### src/rtl/amp_pwr_seq_if.sv
// Amplifier power-sequencer signal bundle: fault inputs, lockout clear and
// the registered control/status outputs. The sequencer sits on the slave side.
interface amp_pwr_seq_if #(
  parameter int unsigned NUM_AMP = 2,
  parameter int unsigned RW      = 2
);
  logic [NUM_AMP-1:0] Flt_n;
  logic               clr_lockout;
  logic               sht_dwn;
  logic               mute;
  logic               lockout;
  logic [NUM_AMP-1:0] fault_src;
  logic [RW-1:0]      retry_cnt;

  modport master (
    output Flt_n, clr_lockout,
    input  sht_dwn, mute, lockout, fault_src, retry_cnt
  );

  modport slave (
    input  Flt_n, clr_lockout,
    output sht_dwn, mute, lockout, fault_src, retry_cnt
  );
endinterface

### src/rtl/amp_pwr_seq.sv
// Amplifier power/fault sequencer: synchronises and debounces per-amp fault
// lines, sequences power-up -> muted settle -> run, and on a fault shuts the
// amps down, cools down and retries a bounded number of times before lockout.
module amp_pwr_seq #(
  parameter int unsigned NUM_AMP    = 2,
  parameter int unsigned PWRUP_CYC  = 250000,
  parameter int unsigned UNMUTE_CYC = 1024,
  parameter int unsigned DBNC_CYC   = 4,
  parameter int unsigned COOL_CYC   = 2500000,
  parameter int unsigned MAX_RETRY  = 3,
  parameter int unsigned RW         = $clog2(MAX_RETRY + 1)
) (
  input  logic               clk,
  input  logic               rst_n,
  amp_pwr_seq_if.slave       bus
);

  localparam int unsigned MaxPu  = (PWRUP_CYC > UNMUTE_CYC) ? PWRUP_CYC : UNMUTE_CYC;
  localparam int unsigned MaxCyc = (MaxPu > COOL_CYC) ? MaxPu : COOL_CYC;
  localparam int unsigned CW     = $clog2(MaxCyc + 1);
  localparam int unsigned DW     = $clog2(DBNC_CYC + 1);

  localparam logic [CW-1:0] PwrupLast  = CW'(PWRUP_CYC - 1);
  localparam logic [CW-1:0] SettleLast = CW'(UNMUTE_CYC - 1);
  localparam logic [CW-1:0] CoolLast   = CW'(COOL_CYC - 1);
  // Run counter parks here once the healthy-run credit has been given.
  localparam logic [CW-1:0] RunDone    = CW'(PWRUP_CYC);
  localparam logic [DW-1:0] DbncMax    = DW'(DBNC_CYC);
  localparam logic [RW-1:0] RetryMax   = RW'(MAX_RETRY);

  typedef enum logic [2:0] {StPwrup, StSettle, StRun, StCool, StLockout} state_e;

  logic [NUM_AMP-1:0] sync1_q, sync2_q;
  logic [DW-1:0]      dcnt_q [NUM_AMP];
  logic [DW-1:0]      dcnt_d [NUM_AMP];
  logic [NUM_AMP-1:0] flt_q, flt_d;
  logic               fault_any;

  state_e             state_q, state_d;
  logic [CW-1:0]      cnt_q, cnt_d;
  logic [RW-1:0]      retry_q, retry_d;
  logic [NUM_AMP-1:0] fsrc_q, fsrc_d;
  logic               sht_dwn_q, sht_dwn_d;
  logic               mute_q, mute_d;
  logic               lockout_q, lockout_d;

  // Two-flop synchroniser; idles high so reset never looks like a fault.
  always_ff @(posedge clk or negedge rst_n) begin
    if (!rst_n) begin
      sync1_q <= '1;
      sync2_q <= '1;
    end else begin
      sync1_q <= bus.Flt_n;
      sync2_q <= sync1_q;
    end
  end

  // Per-channel debounce: count consecutive low cycles, saturating at DBNC_CYC.
  always_comb begin
    for (int i = 0; i < NUM_AMP; i++) begin
      dcnt_d[i] = dcnt_q[i];
      if (sync2_q[i]) begin
        dcnt_d[i] = '0;
      end else if (dcnt_q[i] < DbncMax) begin
        dcnt_d[i] = dcnt_q[i] + DW'(1);
      end
      flt_d[i] = (dcnt_d[i] == DbncMax);
    end
  end

  // Debounce counters and qualified-fault flags.
  always_ff @(posedge clk or negedge rst_n) begin
    if (!rst_n) begin
      for (int i = 0; i < NUM_AMP; i++) dcnt_q[i] <= '0;
      flt_q <= '0;
    end else begin
      for (int i = 0; i < NUM_AMP; i++) dcnt_q[i] <= dcnt_d[i];
      flt_q <= flt_d;
    end
  end

  assign fault_any = |flt_q;

  // Sequencer next state, shared counter, retry/fault bookkeeping and outputs.
  always_comb begin
    state_d = state_q;
    cnt_d   = cnt_q;
    retry_d = retry_q;
    fsrc_d  = fsrc_q;
    unique case (state_q)
      StPwrup: begin
        if (cnt_q == PwrupLast) state_d = StSettle;
        else                    cnt_d   = cnt_q + CW'(1);
      end
      StSettle, StRun: begin
        fsrc_d = fsrc_q | flt_q;
        // A fault pre-empts both the unmute and the healthy-run credit.
        if (fault_any) begin
          if (retry_q < RetryMax) begin
            retry_d = retry_q + RW'(1);
            state_d = StCool;
          end else begin
            state_d = StLockout;
          end
        end else if (state_q == StSettle) begin
          if (cnt_q == SettleLast) state_d = StRun;
          else                     cnt_d   = cnt_q + CW'(1);
        end else if (cnt_q == PwrupLast) begin
          retry_d = '0;
          cnt_d   = RunDone;
        end else if (cnt_q < PwrupLast) begin
          cnt_d = cnt_q + CW'(1);
        end
      end
      StCool: begin
        if (cnt_q == CoolLast) state_d = StPwrup;
        else                   cnt_d   = cnt_q + CW'(1);
      end
      StLockout: begin
        if (bus.clr_lockout) begin
          state_d = StPwrup;
          retry_d = '0;
          fsrc_d  = '0;
        end
      end
      default: state_d = StPwrup;
    endcase
    if (state_d != state_q) cnt_d = '0;

    sht_dwn_d = !((state_d == StSettle) || (state_d == StRun));
    mute_d    = (state_d != StRun);
    lockout_d = (state_d == StLockout);
  end

  // Sequencer state and registered outputs.
  always_ff @(posedge clk or negedge rst_n) begin
    if (!rst_n) begin
      state_q   <= StPwrup;
      cnt_q     <= '0;
      retry_q   <= '0;
      fsrc_q    <= '0;
      sht_dwn_q <= 1'b1;
      mute_q    <= 1'b1;
      lockout_q <= 1'b0;
    end else begin
      state_q   <= state_d;
      cnt_q     <= cnt_d;
      retry_q   <= retry_d;
      fsrc_q    <= fsrc_d;
      sht_dwn_q <= sht_dwn_d;
      mute_q    <= mute_d;
      lockout_q <= lockout_d;
    end
  end

  assign bus.sht_dwn   = sht_dwn_q;
  assign bus.mute      = mute_q;
  assign bus.lockout   = lockout_q;
  assign bus.fault_src = fsrc_q;
  assign bus.retry_cnt = retry_q;

endmodule
### src/flat_wrapper.sv
// flat-port wrapper written by rule: the top's interface ports become plain ports
module amp_pwr_seq_flat 
#(
  parameter int unsigned NUM_AMP    = 2,
  parameter int unsigned PWRUP_CYC  = 250000,
  parameter int unsigned UNMUTE_CYC = 1024,
  parameter int unsigned DBNC_CYC   = 4,
  parameter int unsigned COOL_CYC   = 2500000,
  parameter int unsigned MAX_RETRY  = 3,
  parameter int unsigned RW         = $clog2(MAX_RETRY + 1)
)
  (clk, rst_n, bus_Flt_n, bus_clr_lockout, bus_sht_dwn, bus_mute, bus_lockout, bus_fault_src, bus_retry_cnt);
  amp_pwr_seq_if #(.NUM_AMP(NUM_AMP), .RW(RW)) bus_i ();
  input  logic clk;
  input  logic rst_n;
  input wire logic [$bits(bus_i.Flt_n)-1:0] bus_Flt_n;
  input wire logic [$bits(bus_i.clr_lockout)-1:0] bus_clr_lockout;
  output wire logic [$bits(bus_i.sht_dwn)-1:0] bus_sht_dwn;
  output wire logic [$bits(bus_i.mute)-1:0] bus_mute;
  output wire logic [$bits(bus_i.lockout)-1:0] bus_lockout;
  output wire logic [$bits(bus_i.fault_src)-1:0] bus_fault_src;
  output wire logic [$bits(bus_i.retry_cnt)-1:0] bus_retry_cnt;
  assign bus_i.Flt_n = bus_Flt_n;
  assign bus_i.clr_lockout = bus_clr_lockout;
  assign bus_sht_dwn = bus_i.sht_dwn;
  assign bus_mute = bus_i.mute;
  assign bus_lockout = bus_i.lockout;
  assign bus_fault_src = bus_i.fault_src;
  assign bus_retry_cnt = bus_i.retry_cnt;
  amp_pwr_seq #(.NUM_AMP(NUM_AMP), .PWRUP_CYC(PWRUP_CYC), .UNMUTE_CYC(UNMUTE_CYC), .DBNC_CYC(DBNC_CYC), .COOL_CYC(COOL_CYC), .MAX_RETRY(MAX_RETRY), .RW(RW)) u_core (.clk(clk), .rst_n(rst_n), .bus(bus_i));
endmodule
### config.mk
export PLATFORM = sky130hd
export DESIGN_NAME = amp_pwr_seq_flat
export DESIGN_NICKNAME = d
export VERILOG_FILES = /design/src/rtl/amp_pwr_seq_if.sv /design/src/rtl/amp_pwr_seq.sv /design/src/flat_wrapper.sv
export SDC_FILE = /design/constraint.sdc
export NUM_CORES = 1
export LEC_CHECK = 0
export ABC_AREA = 0
export CAP_MARGIN = 20
export CORE_AREA = 2 2 77 79
export DETAILED_ROUTE_END_ITERATION = 8
export DIE_AREA = 0 0 79 81
export HOLD_SLACK_MARGIN = 0.15
export PLACE_DENSITY = 0.66
export SLEW_MARGIN = 10
export SYNTH_ARGS = -nofsm -noshare
export SYNTH_HDL_FRONTEND = slang
export SYNTH_SLANG_ARGS = --single-unit
### constraint.sdc
create_clock -name clk -period 2.7 [get_ports clk]
set_clock_uncertainty 0.2 [all_clocks]
set_input_delay 0.405 -clock clk [delete_from_list [all_inputs] [get_ports clk]]
set_output_delay 0.405 -clock clk [all_outputs]
set_load 0.03 [all_outputs]
Yosys cells after proc, flatten, opt, wreduce, memory -nomap -nowiden

Index checks and enable logic that the tools add are counted.
W data, S select, Z words.

Register bits: 44
Bits of input ports: 5
Word-level logic and storage cells: 82

$add $sub $neg: 4
Order comparisons: 4
Eq/ne operators: 23
Mux-type cells: 28
Bitwise logic cells: 1
Reduce and logical (&&, ||, !) cells: 10

Operator list:

| operator                | number |
|---|---|
| $mux W22                | 8 |
| $pmux W22 S3            | 1 |
| $mux W3                 | 11 |
| $add A22 B1 Y22 const B | 1 |
| $eq A22 B10 Y1 const B  | 1 |
| $eq A22 B18 Y1 const B  | 1 |
| $eq A22 B22 Y1 const B  | 1 |
| $lt A22 B18 Y1 const B  | 1 |
| $eq A3 B3 Y1 const B    | 4 |
| $ne A3 B3 Y1 const B    | 4 |
| $pmux W3 S4             | 1 |
| $mux W2                 | 5 |
| $eq A3 B2 Y1 const B    | 3 |
| $pmux W2 S2             | 2 |
| $add A3 B1 Y3 const B   | 2 |
| $eq A3 B1 Y1 const B    | 2 |
| $lt A3 B3 Y1 const B    | 2 |
| $ne A3 B2 Y1 const B    | 2 |
| $reduce_and A6 Y1       | 1 |
| $ne A5 B1 Y1 const B    | 1 |
| $reduce_and A5 Y1       | 1 |
| $ne A4 B4 Y1 const B    | 1 |
| $reduce_bool A4 Y1      | 1 |
| $reduce_or A2 Y1        | 2 |
| other kinds (11)        | 11 |

Logic depth before layout (Yosys ltp)

Gate-level depths: netlist (run 1).

Depth after elaboration: 8
Mapped depth: 10
Gate-level depth less buffers: 8

Worst setup path after synthesis (run 1)

No wires, ideal clock.

Path type: reg2reg
Start point: reg u_core.cnt_q[10]
End point: reg u_core.cnt_q[11]
Setup time: 0.121 ns
Arrival: 2.535 ns
Required time: 2.379 ns
Path slack: -0.156 ns
Cell stages (with the launch flop): 10
Path buffers: 2
Cells stage by stage: dfrtp_1 buf_6 or4_4 or4b_4 or2_4 o31ai_4 or4_1 a21o_1 buf_2 nor2_1

Word-level cells in the longest chain between the ends: 8
Elaborated cells between the ends (all ways): 28
Those cells by class: add/sub: 1; order compare: 1; eq/ne: 9; mux: 15; reduce/logical: 2

Ends and longest elaborated chain:

| element                                                                 | RTL line           | RTL |
|---|---|---|
| start, declared                                                         | amp_pwr_seq.sv:40  | `logic [CW-1:0] cnt_q, cnt_d;` |
| start signal, assigned                                                  | amp_pwr_seq.sv:147 | `cnt_q <= cnt_d;` |
| parallel branches: the longest is 8 deep, another holds $add A22 B1 Y22 | -                  |  |

Parallel ways; which one is timed is not known. The select of a mux whose other input is x is not followed.
A chain may end at the register's enable or synchronous reset.

Worst setup path in the final report (run 1)

Start point: reg u_core.cnt_q[6]
End point: reg u_core.cnt_q[15]

The elaborated chain is that of the path after synthesis.

==> flow_metrics.env, run 1 <==
export IMPL_synth_top_area_cell="dfrtp_1"
export IMPL_drt_iter0_markers=207
export IMPL_rsz0062_at_grt="true"
export IMPL_instances_no_fill=416
export IMPL_p_sw_share_pct=29.6
export IMPL_pwr_share_seq_pct=44.4
export IMPL_report_final_setup_viol=22
export IMPL_clock_path_buffers=2
export IMPL_drive_gt1_share_pct=29.6
export IMPL_hold_path_class="reg2reg"
export IMPL_clk_latency_ps=310
export IMPL_crit_path_max_fanout=9
export IMPL_wirelength_um=6150
export IMPL_async_flop_share_pct=100
export IMPL_vias=2327
export IMPL_violations="negative setup slack"
export IMPL_via_per_inst=5.59
export IMPL_worstSetupPathType="reg2reg"
export IMPL_path_buf_inv=1
export IMPL_p_leak_nw=1.42
export IMPL_finalWorstSetupSlack_ps=-157
export IMPL_cp_cell_sequence="or4bb_1 > or4b_4 > or2_4 > o31ai_4 > o21ai_1 > a21o_1 > buf_12 > a311oi_2"
export IMPL_die_area_um2=6400
export IMPL_power_frac_clock_pct=28.1
export IMPL_n_antenna_cell=0
export IMPL_die_h_um=81
export IMPL_cp_top_family="simple AND/OR/NAND/NOR gates"
export IMPL_die_x_um=79
export IMPL_path_clk_slew_ps=100
export IMPL_drt_antenna_violating_nets=0
export IMPL_worst_pin_slew_ps=963
export IMPL_ys_seq_area_share_pct=45.2
export IMPL_grt_pass1_wl_um=10200
export IMPL_drcViolationCount=0
export IMPL_crit_slowest_cell="or4b_4"
export IMPL_post_route_util_pct=57.7
export IMPL_fmax_ghz=0.350
export IMPL_cts_sinks=44
export IMPL_ys_types=55
export IMPL_slew_viol_final=0
export IMPL_fin_crit_sh_pct=106
export IMPL_hold_viol=0
export IMPL_h_tree_depth=2
export IMPL_worstSetupStartpointType="flip-flop"
export IMPL_core_area_um2=5680
export IMPL_grt_ovfl_total=0
export IMPL_gp_congestion=0.846
export IMPL_cp_slowest_stage_delay_ps=560
export IMPL_critPathRequiredTime_ps=2720
export IMPL_grt_max_degree=44
export IMPL_netlist_area_um2=2450
export IMPL_nNetsFinal=349
export IMPL_synth_top_area_share_pct=38.8
export IMPL_synth_nets=277
export IMPL_critical_path_endpoint_type="flip-flop"
export IMPL_powerDensity_nw_per_um2=566
export IMPL_syn_avg_cell_area_um2=9.16
export IMPL_ys_seq_elements=44
export IMPL_numCtsBuffers=5
export IMPL_grt_usage_pct=20.4
export IMPL_synthFlopType="dfrtp_1"
export IMPL_cts_root_buf="clkbuf_8"
export IMPL_area_growth_pct=33.6
export IMPL_synth_area_leaders="dfrtp_1 (39%), nor2_1 (6.9%), dfstp_2 (6.4%)"
export IMPL_final_cell_mix="buf_4 (61), nor2_1 (42), dfrtp_1 (38), a21oi_1 (22), nand2_1 (17)"
export IMPL_cts_tree="yes"
export IMPL_drv_cap=0
export IMPL_p_sw_mw=0.549
export IMPL_peakVddDrop_v=0.000296
export IMPL_combinationalPowerShare_pct=27.5
export IMPL_synth_edf_count=0
export IMPL_slew_headroom_pct=35.8
export IMPL_antenna_found_initial=0
export IMPL_layout_cells_most_common="buf_4"
export IMPL_p_int_mw=1.31
export IMPL_row_count=28
export IMPL_finalInstanceArea_um2=3280
export IMPL_port_buffers=11
export IMPL_start_util_pct=43.2
export IMPL_place_inst=404
export IMPL_top_level_ports=12
export IMPL_synthCells=268
export IMPL_drt_pass1_iterations=4
export IMPL_ys_warn_count=0
export IMPL_critical_path_arrival_ps=2880
export IMPL_fin_hold_ws_ps=162
export IMPL_finalCriticalPeriod_ps=2860
export IMPL_outcome="finished, violations left"
export IMPL_wire_per_inst_um=14.8
export IMPL_dp_hpwl_um=4350
export IMPL_placed_area_um2=3070
export IMPL_grt_pass1_vias=2154
-- state kept, by name, indices dropped and copies added, names as in the netlist, 2 cells and up --
register,count
u_core.flt_q,2
u_core.bus.fault_src,2
u_core.state_q,3
u_core.cnt_q,22
u_core.bus.retry_cnt,2
u_core.dcnt_q,6
u_core.sync1_q,2
u_core.sync2_q,2
-- final timing paths --
path	slack [ps]	startpoint	endpoint	cells past startpoint
max	-160	u_core.cnt_q[6]$_DFFE_PN0P_	u_core.cnt_q[15]$_DFFE_PN0P_	8
min	160	u_core.sync1_q[0]$_DFF_PN1_	u_core.sync2_q[0]$_DFF_PN1_	0
max reg2reg	-160	u_core.cnt_q[6]$_DFFE_PN0P_	u_core.cnt_q[15]$_DFFE_PN0P_	8
min reg2reg	160	u_core.sync1_q[0]$_DFF_PN1_	u_core.sync2_q[0]$_DFF_PN1_	0
max in group asynchronous	1020	rst_n	u_core.sync2_q[1]$_DFF_PN1_	3
min in group asynchronous	590	rst_n	u_core.cnt_q[14]$_DFFE_PN0P_	2
-- layout make-up --
class,instances,area [um^2]
Sequential cell,44,1110
Inverter,6,22.5
Timing Repair Buffer,76,616
Tap cell,75,93.8
Multi-Input combinational cell,207,1320
Clock buffer,5,68.8
Clock inverter,3,47.5
Fill cell,502,2400
-- synthesized netlist by cell type, types with 2 or more instances --
| master | instances |
|---|---|
| o21ai_0 | 10 |
| mux2i_1 | 2 |
| nor2_1 | 45 |
| clkbuf_1 | 5 |
| dfstp_2 | 6 |
| nor4b_1 | 3 |
| o22ai_1 | 3 |
| or3b_1 | 2 |
| buf_2 | 4 |
| inv_1 | 6 |
| a211oi_1 | 2 |
| or2_2 | 2 |
| a21oi_1 | 23 |
| nand2b_1 | 2 |
| nor3b_1 | 2 |
| dfrtp_1 | 38 |
| a21o_1 | 2 |
| xnor2_1 | 11 |
| nand2_1 | 17 |
| or3_1 | 8 |
| buf_6 | 2 |
| and4_1 | 2 |
| nor3_1 | 7 |
| ha_1 | 4 |
| xor2_1 | 3 |
| nand4_1 | 8 |
| nor4_1 | 12 |
| nand3_1 | 8 |
| and2_1 | 2 |
| a311oi_1 | 2 |
-- metrics by stage --
| step | TNS (ps) | total power, mW | setup slack (ps) |
|---|---|---|---|
| after CTS | -2260 | 1.86 | -139 |
| after global routing | -4780 | 1.96 | -263 |
| after detailed placement | -2920 | 1.33 | -201 |
| after floorplan | -1270 | 1.08 | -82.2 |
| after global placement | -2200 | 1.31 | -124 |
| final | -2890 | 1.86 | -157 |
-- per-layer routing --
| metal | routed length [um] | part of all wire, % | GRT usage (%) |
|---|---|---|---|
| met1 | 2800 | 46 | 27.7 |
| met2 | 2910 | 47 | 33.1 |
| met3 | 346 | 5.6 | 4.22 |
| met4 | 92 | 1.5 | 6.38 |
| met5 | 0 | 0 | 0 |
-- power by group through the flow --
stage | registers, mW | clock network, mW | logic [mW]
after floorplan | 0.858 | 0 | 0.226
after global placement | 0.832 | 0 | 0.481
after detailed placement | 0.834 | 0 | 0.492
after CTS | 0.823 | 0.533 | 0.498
after global routing | 0.836 | 0.559 | 0.564
final | 0.825 | 0.521 | 0.510
-- logic make-up (layout without fill, tap and decap cells) --
| group | after synthesis | in the layout | share of synthesized area, % |
|---|---|---|---|
| multiplexers | 2 | 2 | 0.816 |
| XOR/XNOR | 14 | 14 | 5.00 |
| flip-flops | 44 | 44 | 45.2 |
| adder cells (fa/ha/maj) | 4 | 4 | 2.04 |
| AND/OR/NAND/NOR | 129 | 129 | 27.6 |
| AO/OA/AOI/OAI | 58 | 58 | 15.9 |
| buffers and inverters | 17 | 90 | 3.42 |
-- timing repair --
action | CTS | global route
gates resized for setup | 10 | 6
hold endpoints to repair | 38 | 0
setup buffers | 3 | 2
hold buffers | 1 | 0
endpoints found under the setup margin | 22 | 25
pin swaps | 2 | 1
Power figures use the tool's default switching activity.
==> run 2, diff against run 1 <==
--- a/config.mk
+++ b/config.mk
@@ -5,13 +5,13 @@
 export SDC_FILE = /design/constraint.sdc
 export NUM_CORES = 1
 export LEC_CHECK = 0
-export ABC_AREA = 0
+export ABC_AREA = 1
 export CAP_MARGIN = 20
-export CORE_AREA = 2 2 77 79
+export CORE_AREA = 2 2 84 86
 export DETAILED_ROUTE_END_ITERATION = 8
-export DIE_AREA = 0 0 79 81
+export DIE_AREA = 0 0 86 88
 export HOLD_SLACK_MARGIN = 0.15
-export PLACE_DENSITY = 0.66
+export PLACE_DENSITY = 0.65
 export SLEW_MARGIN = 10
 export SYNTH_ARGS = -nofsm -noshare
 export SYNTH_HDL_FRONTEND = slang
==> run 2 against run 1 <==
The run now ends clean. Total power down 3.4%. Sequential power up 2%. First-iteration DRC count down 51%. Global-route usage down 3.6 points. Sequential cell count unchanged. Non-clock buffer count down 58. Fmax up 20%. Clock power up 2%. Area after synthesis up 19%. Final area down 0.88%. Cell count up 23%. Via count up 4.6%. Critical endpoint is now u_core.cnt_q[0]$_DFFE_PN0P_. Largest cell class unchanged.
==> flow_metrics.env, run 2 <==
export IMPL_critical_path_arrival_ps=2370
export IMPL_largest_registers="u_core.cnt_q (22), u_core.dcnt_q (6), u_core.state_q (3)"
export IMPL_worstSetupStartpointType="flip-flop"
export IMPL_synth_top_family_by_area="simple AND/OR/NAND/NOR gates"
export IMPL_largest_register_ffs=22
export IMPL_final_cell_mix="nand2_1 (94), inv_1 (71), nor2_1 (48), nand3_1 (41), dfrtp_1 (38)"
export IMPL_cts_tree="yes"
export IMPL_pwr_share_seq_pct=46.9
export IMPL_critical_path_endpoint_type="flip-flop"
export IMPL_wire_per_inst_um=11.3
export IMPL_p_sw_mw=0.604
export IMPL_crit_slowest_cell="dfrtp_1"
export IMPL_cts_resized=0
export IMPL_finalCriticalPeriod_ps=2380
export IMPL_port_buffers=11
export IMPL_instances_no_fill=512
export IMPL_drt_iter0_markers=102
export IMPL_synthSimpleGateAreaFrac_pct=39.9
export IMPL_h_tree_depth=2
export IMPL_die_h_um=88
export IMPL_synthFlopType="dfrtp_1"
export IMPL_p_int_mw=1.19
export IMPL_post_cts_buffers=0
export IMPL_ys_types=29
export IMPL_path_buf_inv=2
export IMPL_outcome="completed"
export IMPL_vias=2435
export IMPL_worst_path_stages=15
export IMPL_hold_depth=0
export IMPL_clk_latency_ps=300
export IMPL_drt_pass1_iterations=4
export IMPL_grt_max_degree=42
export IMPL_setup_tns_ps=0
export IMPL_critPathRequiredTime_ps=2690
export IMPL_start_util_pct=44.0
export IMPL_drive_gt1_share_pct=16.0
export IMPL_worstSetupPathType="reg2reg"
export IMPL_gp_congestion=0.914
export IMPL_cp_top_family="simple AND/OR/NAND/NOR gates"
export IMPL_finalInstanceArea_um2=3250
export IMPL_synth_adder_area_share_pct=1.71
export IMPL_synth_top_area_share_pct=32.5
export IMPL_cp_cell_sequence="ha_1 > nand2_2 > nor2_4 > nand2_1 > nor3b_2 > nand2_1 > nand2_2 > nand2_1 > inv_2 > nand2_2 > nand2_1 > nand2_1 > nand2_2 > buf_12 > nor2_1"
export IMPL_slew_viol_final=0
export IMPL_path_clk_slew_ps=90
export IMPL_reg2reg_setup_slack_ps=320
export IMPL_startpoint="u_core.cnt_q[0]$_DFFE_PN0P_"
export IMPL_rr_startpoint="u_core.cnt_q[0]$_DFFE_PN0P_"
export IMPL_n_antenna_cell=0
export IMPL_top_level_ports=12
export IMPL_nNetsFinal=440
export IMPL_async_flop_share_pct=100
export IMPL_drcViolationCount=0
export IMPL_place_inst=503
export IMPL_cp_slowest_stage_delay_ps=460
export IMPL_synthXorXnorAreaFrac_pct=5.09
export IMPL_row_count=30
export IMPL_via_per_inst=4.76
export IMPL_synth_area_leaders="dfrtp_1 (32%), nand2_1 (12%), inv_1 (9.1%)"
export IMPL_die_area_um2=7570
export IMPL_crit_path_max_fanout=22
export IMPL_rsz0062_at_grt="false"
export IMPL_peakVddDrop_v=0.000286
export IMPL_dp_hpwl_um=4380
export IMPL_synthTopCellsByCount="nand2_1 (94), inv_1 (71), nor2_1 (48)"
export IMPL_top_register="u_core.cnt_q"
export IMPL_multi_input_area_um2=1470
export IMPL_drt_antenna_violating_nets=0
export IMPL_rr_worst_depth=15
export IMPL_syn_avg_cell_area_um2=7.02
export IMPL_ys_warn_count=0
export IMPL_ys_seq_area_share_pct=37.9
export IMPL_p_leak_nw=1.70
export IMPL_report_final_setup_viol=0
export IMPL_power_mw=1.79
export IMPL_crit_path_frequent_cell="nand2_1"
export IMPL_antenna_found_initial=0
export IMPL_synth_top_area_cell="dfrtp_1"
export IMPL_synth_compound_area_share_pct=3.04
export IMPL_fmax_ghz=0.420
export IMPL_grt_pass1_wl_um=10400
export IMPL_endpoint="u_core.cnt_q[0]$_DFFE_PN0P_"
export IMPL_powerDensity_nw_per_um2=552
export IMPL_fillers=670
export IMPL_combinationalPowerShare_pct=23.6
export IMPL_post_route_util_pct=48.9
export IMPL_fin_crit_sh_pct=88.2
export IMPL_synth_nets=426
export IMPL_ys_seq_elements=44
export IMPL_crit_reg2reg_capture="u_core.cnt_q[0]$_DFFE_PN0P_"
export IMPL_grt_pass1_vias=2336
export IMPL_numCtsBuffers=5
export IMPL_synthCells=417
export IMPL_slew_headroom_pct=40.4
export IMPL_cts_root_buf="clkbuf_8"
export IMPL_synth_edf_count=0
export IMPL_regArea_um2=1110
export IMPL_cts_sinks=44
export IMPL_die_x_um=86
export IMPL_wirelength_um=5780
export IMPL_grt_usage_pct=16.8
export IMPL_p_sw_share_pct=33.7
export IMPL_clock_path_buffers=2
export IMPL_worst_pin_slew_ps=893
export IMPL_yosysMostFrequentCell="nand2_1"
export IMPL_hold_viol=0
export IMPL_muxShareOfSynthArea_pct=0.342
export IMPL_placed_area_um2=3120
export IMPL_hold_path_class="reg2reg"
export IMPL_core_area_um2=6640
export IMPL_drv_cap=0
export IMPL_layout_cells_most_common="nand2_1"
export IMPL_netlist_area_um2=2930
export IMPL_grt_ovfl_total=0
export IMPL_power_frac_clock_pct=29.5
export IMPL_area_growth_pct=11.0
-- run 2: cell types whose count changed in the layout (fill, tap and decap cells not counted), moves of 13 or more --
cell / delta
nand2_1: +77
nor2_2: +18
inv_1: +65
nand3_1: +34
buf_4: -56
xor2_1: +13
nand2_2: +13
a21oi_1: -15
-- run 2: area by class of cell --
type	instances	area share, %
repair buffers	18	5.32
multi-input cells	286	45.1
flip-flops and latches	44	34.1
clock buffers	5	2.12
clock inverters	3	1.46
inverters	76	8.78
well taps	80	3.08
-- run 2: worst min-delay path by stage --
stage	slack, ps	from	end
final	160	u_core.sync1_q[0]$_DFF_PN1_	u_core.sync2_q[0]$_DFF_PN1_
after floorplan	-90	rst_n	u_core.bus.fault_src[0]$_DFFE_PN0P_
after global placement	150	u_core.sync1_q[0]$_DFF_PN1_	u_core.sync2_q[0]$_DFF_PN1_
after global routing	160	u_core.sync1_q[1]$_DFF_PN1_	u_core.sync2_q[1]$_DFF_PN1_
after detailed placement	150	u_core.sync1_q[0]$_DFF_PN1_	u_core.sync2_q[0]$_DFF_PN1_
after CTS	160	u_core.sync1_q[0]$_DFF_PN1_	u_core.sync2_q[0]$_DFF_PN1_
-- run 2: power groups by stage --
stage          clock (mW)  sequential [mW]  combinational [mW]
3_3_place_gp            0            0.852               0.415
5_1_grt             0.570            0.857               0.503
2_1_floorplan           0            0.826               0.351
6_report            0.529            0.841               0.424
3_5_place_dp            0            0.852               0.427
4_1_cts             0.554            0.840               0.431
-- run 2: worst register-to-register path, delay by kind of cell, from the launching register on --
kind                       cells  cell delay, ps
adders and majority gates      1             220
buffers and inverters          2             260
DFF                            1             460
and+or+nand+nor               12            1140
-- run 2: cells by family after synthesis --
family | Yosys count
fa+ha+maj | 4
xor+xnor | 17
flops | 44
compound gates | 17
simple gates | 247
buf+inv | 87
mux | 1
-- run 2: what timing repair did --
item / CTS / global route
endpoints found under the setup margin: 0 / 0
endpoints found under the hold margin: 38 / 0
hold buffers: 1 / 0
-- run 2: per-stage QoR --
stage | hold WS, ps | setup WS (ps)
2_1_floorplan | -90.6 | 608
3_3_place_gp | 146 | 367
3_5_place_dp | 147 | 321
4_1_cts | 161 | 295
5_1_grt | 164 | 87.9
6_report | 159 | 318
-- run 2: routing by layer --
| metal | vias up | GRT usage [%] | routed length [um] |
|---|---|---|---|
| li1 | 1294 | - | - |
| met1 | 1109 | 22.3 | 2860 |
| met2 | 28 | 28.8 | 2720 |
| met3 | 4 | 2.73 | 159 |
| met4 | 0 | 4.33 | 39 |
| met5 | - | 0 | 0 |
==> run 3, diff against run 2 <==
--- a/config.mk
+++ b/config.mk
@@ -7,12 +7,12 @@
 export LEC_CHECK = 0
 export ABC_AREA = 1
 export CAP_MARGIN = 20
-export CORE_AREA = 2 2 84 86
+export CORE_AREA = 2 2 102 104
 export DETAILED_ROUTE_END_ITERATION = 8
-export DIE_AREA = 0 0 86 88
+export DIE_AREA = 0 0 104 106
 export HOLD_SLACK_MARGIN = 0.15
-export PLACE_DENSITY = 0.65
-export SLEW_MARGIN = 10
+export PLACE_DENSITY = 0.48
+export RECOVER_POWER = 100
 export SYNTH_ARGS = -nofsm -noshare
 export SYNTH_HDL_FRONTEND = slang
 export SYNTH_SLANG_ARGS = --single-unit
==> run 3 against run 2 <==
Setup slack lost 39 ps. Combinational power is 1% lower. Critical endpoint unchanged. Clock power rose by 2%.
==> flow_metrics.env, run 3 (synthesis results as in run 2) <==
export IMPL_outcome="completed"
export IMPL_slew_viol_final=0
export IMPL_largest_registers="u_core.cnt_q (22), u_core.dcnt_q (6), u_core.state_q (3)"
export IMPL_path_buf_inv=2
export IMPL_crit_path_frequent_cell="nand2_1"
export IMPL_cts_resized=0
export IMPL_cts_tree="yes"
export IMPL_die_h_um=106
export IMPL_h_tree_depth=2
export IMPL_peakVddDrop_v=0.000238
export IMPL_grt_ovfl_total=0
export IMPL_p_sw_share_pct=33.9
export IMPL_post_cts_buffers=0
export IMPL_core_area_um2=10000
export IMPL_drv_cap=0
export IMPL_powerDensity_nw_per_um2=544
export IMPL_clock_path_buffers=2
export IMPL_final_cell_mix="nand2_1 (95), inv_1 (71), nor2_1 (53), nand3_1 (41), dfrtp_1 (38)"
export IMPL_post_place_ws_ps=310
export IMPL_combinationalPowerShare_pct=23.3
export IMPL_largest_register_ffs=22
export IMPL_p_int_mw=1.19
export IMPL_via_per_inst=4.31
export IMPL_fillers=1116
export IMPL_setup_tns_ps=0
export IMPL_cts_hold_buf=1
export IMPL_crit_path_max_fanout=22
export IMPL_finalWorstSetupSlack_ps=280
export IMPL_n_antenna_cell=0
export IMPL_die_x_um=104
export IMPL_crit_slowest_cell="dfrtp_1"
export IMPL_top_level_ports=12
export IMPL_port_buffers=11
export IMPL_cts_sinks=44
export IMPL_worstSetupPathType="reg2reg"
export IMPL_gp_congestion=0.825
export IMPL_critical_path_endpoint_type="flip-flop"
export IMPL_regArea_um2=1110
export IMPL_grt_max_degree=41
export IMPL_critical_path_arrival_ps=2410
export IMPL_drt_iter0_markers=119
export IMPL_p_sw_mw=0.610
export IMPL_rsz0062_at_grt="false"
export IMPL_worst_pin_slew_ps=1030
export IMPL_wirelength_um=6190
export IMPL_place_inst=560
export IMPL_layout_cells_most_common="nand2_1"
export IMPL_instances_no_fill=569
export IMPL_worstSetupStartpointType="flip-flop"
export IMPL_nNetsFinal=441
export IMPL_fin_hold_ws_ps=161
export IMPL_clk_latency_ps=300
export IMPL_cp_cell_sequence="ha_1 > nand2_2 > nor2_4 > nand2_1 > nor3b_2 > nand2_1 > nand2_1 > nand2_1 > inv_2 > nand2_2 > nand2_1 > nand2_1 > nand2_2 > buf_12 > nor2_1"
export IMPL_grt_pass1_vias=2425
export IMPL_fin_crit_sh_pct=89.6
export IMPL_finalCriticalPeriod_ps=2420
export IMPL_row_count=37
export IMPL_drt_pass1_iterations=4
export IMPL_wire_per_inst_um=10.9
export IMPL_hold_path_class="reg2reg"
export IMPL_fmax_ghz=0.413
export IMPL_die_area_um2=11000
export IMPL_drt_antenna_violating_nets=0
export IMPL_cp_top_family="simple AND/OR/NAND/NOR gates"
export IMPL_hold_viol=0
export IMPL_post_route_util_pct=33.0
export IMPL_top_register="u_core.cnt_q"
export IMPL_multi_input_area_um2=1450
export IMPL_report_final_setup_viol=0
export IMPL_vias=2455
export IMPL_power_frac_clock_pct=29.9
export IMPL_pwr_share_seq_pct=46.8
export IMPL_grt_pass1_wl_um=11300
export IMPL_drcViolationCount=0
export IMPL_cts_root_buf="clkbuf_8"
export IMPL_p_leak_nw=1.70
export IMPL_grt_usage_pct=12.3
export IMPL_finalInstanceArea_um2=3300
export IMPL_numCtsBuffers=5
export IMPL_critPathRequiredTime_ps=2690
export IMPL_path_clk_slew_ps=90
export IMPL_drive_gt1_share_pct=14.3
export IMPL_antenna_found_initial=0
export IMPL_dp_hpwl_um=4630
export IMPL_cp_slowest_stage_delay_ps=460
export IMPL_area_growth_pct=12.8
export IMPL_start_util_pct=29.3
export IMPL_power_mw=1.80
export IMPL_slew_headroom_pct=31.7
export IMPL_placed_area_um2=3200
run 3: cell count changes in the layout (fill, tap and decap cells not counted), moves of 2 or more:
cell,before,now
clkbuf_1,0,2
clkinv_4,2,0
clkdlybuf4s50_1,10,1
nor2_1,48,53
nor2_2,21,16
dlygate4sd3_1,1,10
run 3: worst paths after layout:
path | startpoint | endpoint | slack (ps) | cells after the start
hold / removal | u_core.sync1_q[1]$_DFF_PN1_ | u_core.sync2_q[1]$_DFF_PN1_ | 160 | 0
setup reg to reg | u_core.cnt_q[0]$_DFFE_PN0P_ | u_core.cnt_q[0]$_DFFE_PN0P_ | 280 | 15
max in group asynchronous | rst_n | u_core.sync2_q[1]$_DFF_PN1_ | 960 | 3
setup / recovery | u_core.cnt_q[0]$_DFFE_PN0P_ | u_core.cnt_q[0]$_DFFE_PN0P_ | 280 | 15
min in group asynchronous | rst_n | u_core.cnt_q[9]$_DFFE_PN0P_ | 600 | 2
hold reg to reg | u_core.sync1_q[1]$_DFF_PN1_ | u_core.sync2_q[1]$_DFF_PN1_ | 160 | 0
run 3: final cells by class:
class,instances,area share (%)
multi-input cells,286,43.9
flip-flops and latches,44,33.6
inverters,76,8.64
repair buffers,19,5.23
well taps,136,5.15
clock buffers,5,2.08
clock inverters,3,1.40
run 3: per-layer routing:
layer / vias to the layer above / GRT usage (%) / wire length, um / part of all wire (%)
met2: 18 / 20.3 / 2870 / 46
li1: 1296 / - / - / -
met4: 0 / 2.32 / 27 / 0.44
met1: 1137 / 17.3 / 3170 / 51
met3: 4 / 2.02 / 126 / 2.0
met5: - / 0 / 0 / 0
run 3: power by group through the flow:
stage / sequential, mW / clock (mW) / combinational, mW
2_1_floorplan: 0.826 / 0 / 0.351
3_3_place_gp: 0.854 / 0 / 0.422
3_5_place_dp: 0.854 / 0 / 0.430
4_1_cts: 0.842 / 0.561 / 0.432
5_1_grt: 0.858 / 0.588 / 0.497
6_report: 0.841 / 0.537 / 0.419
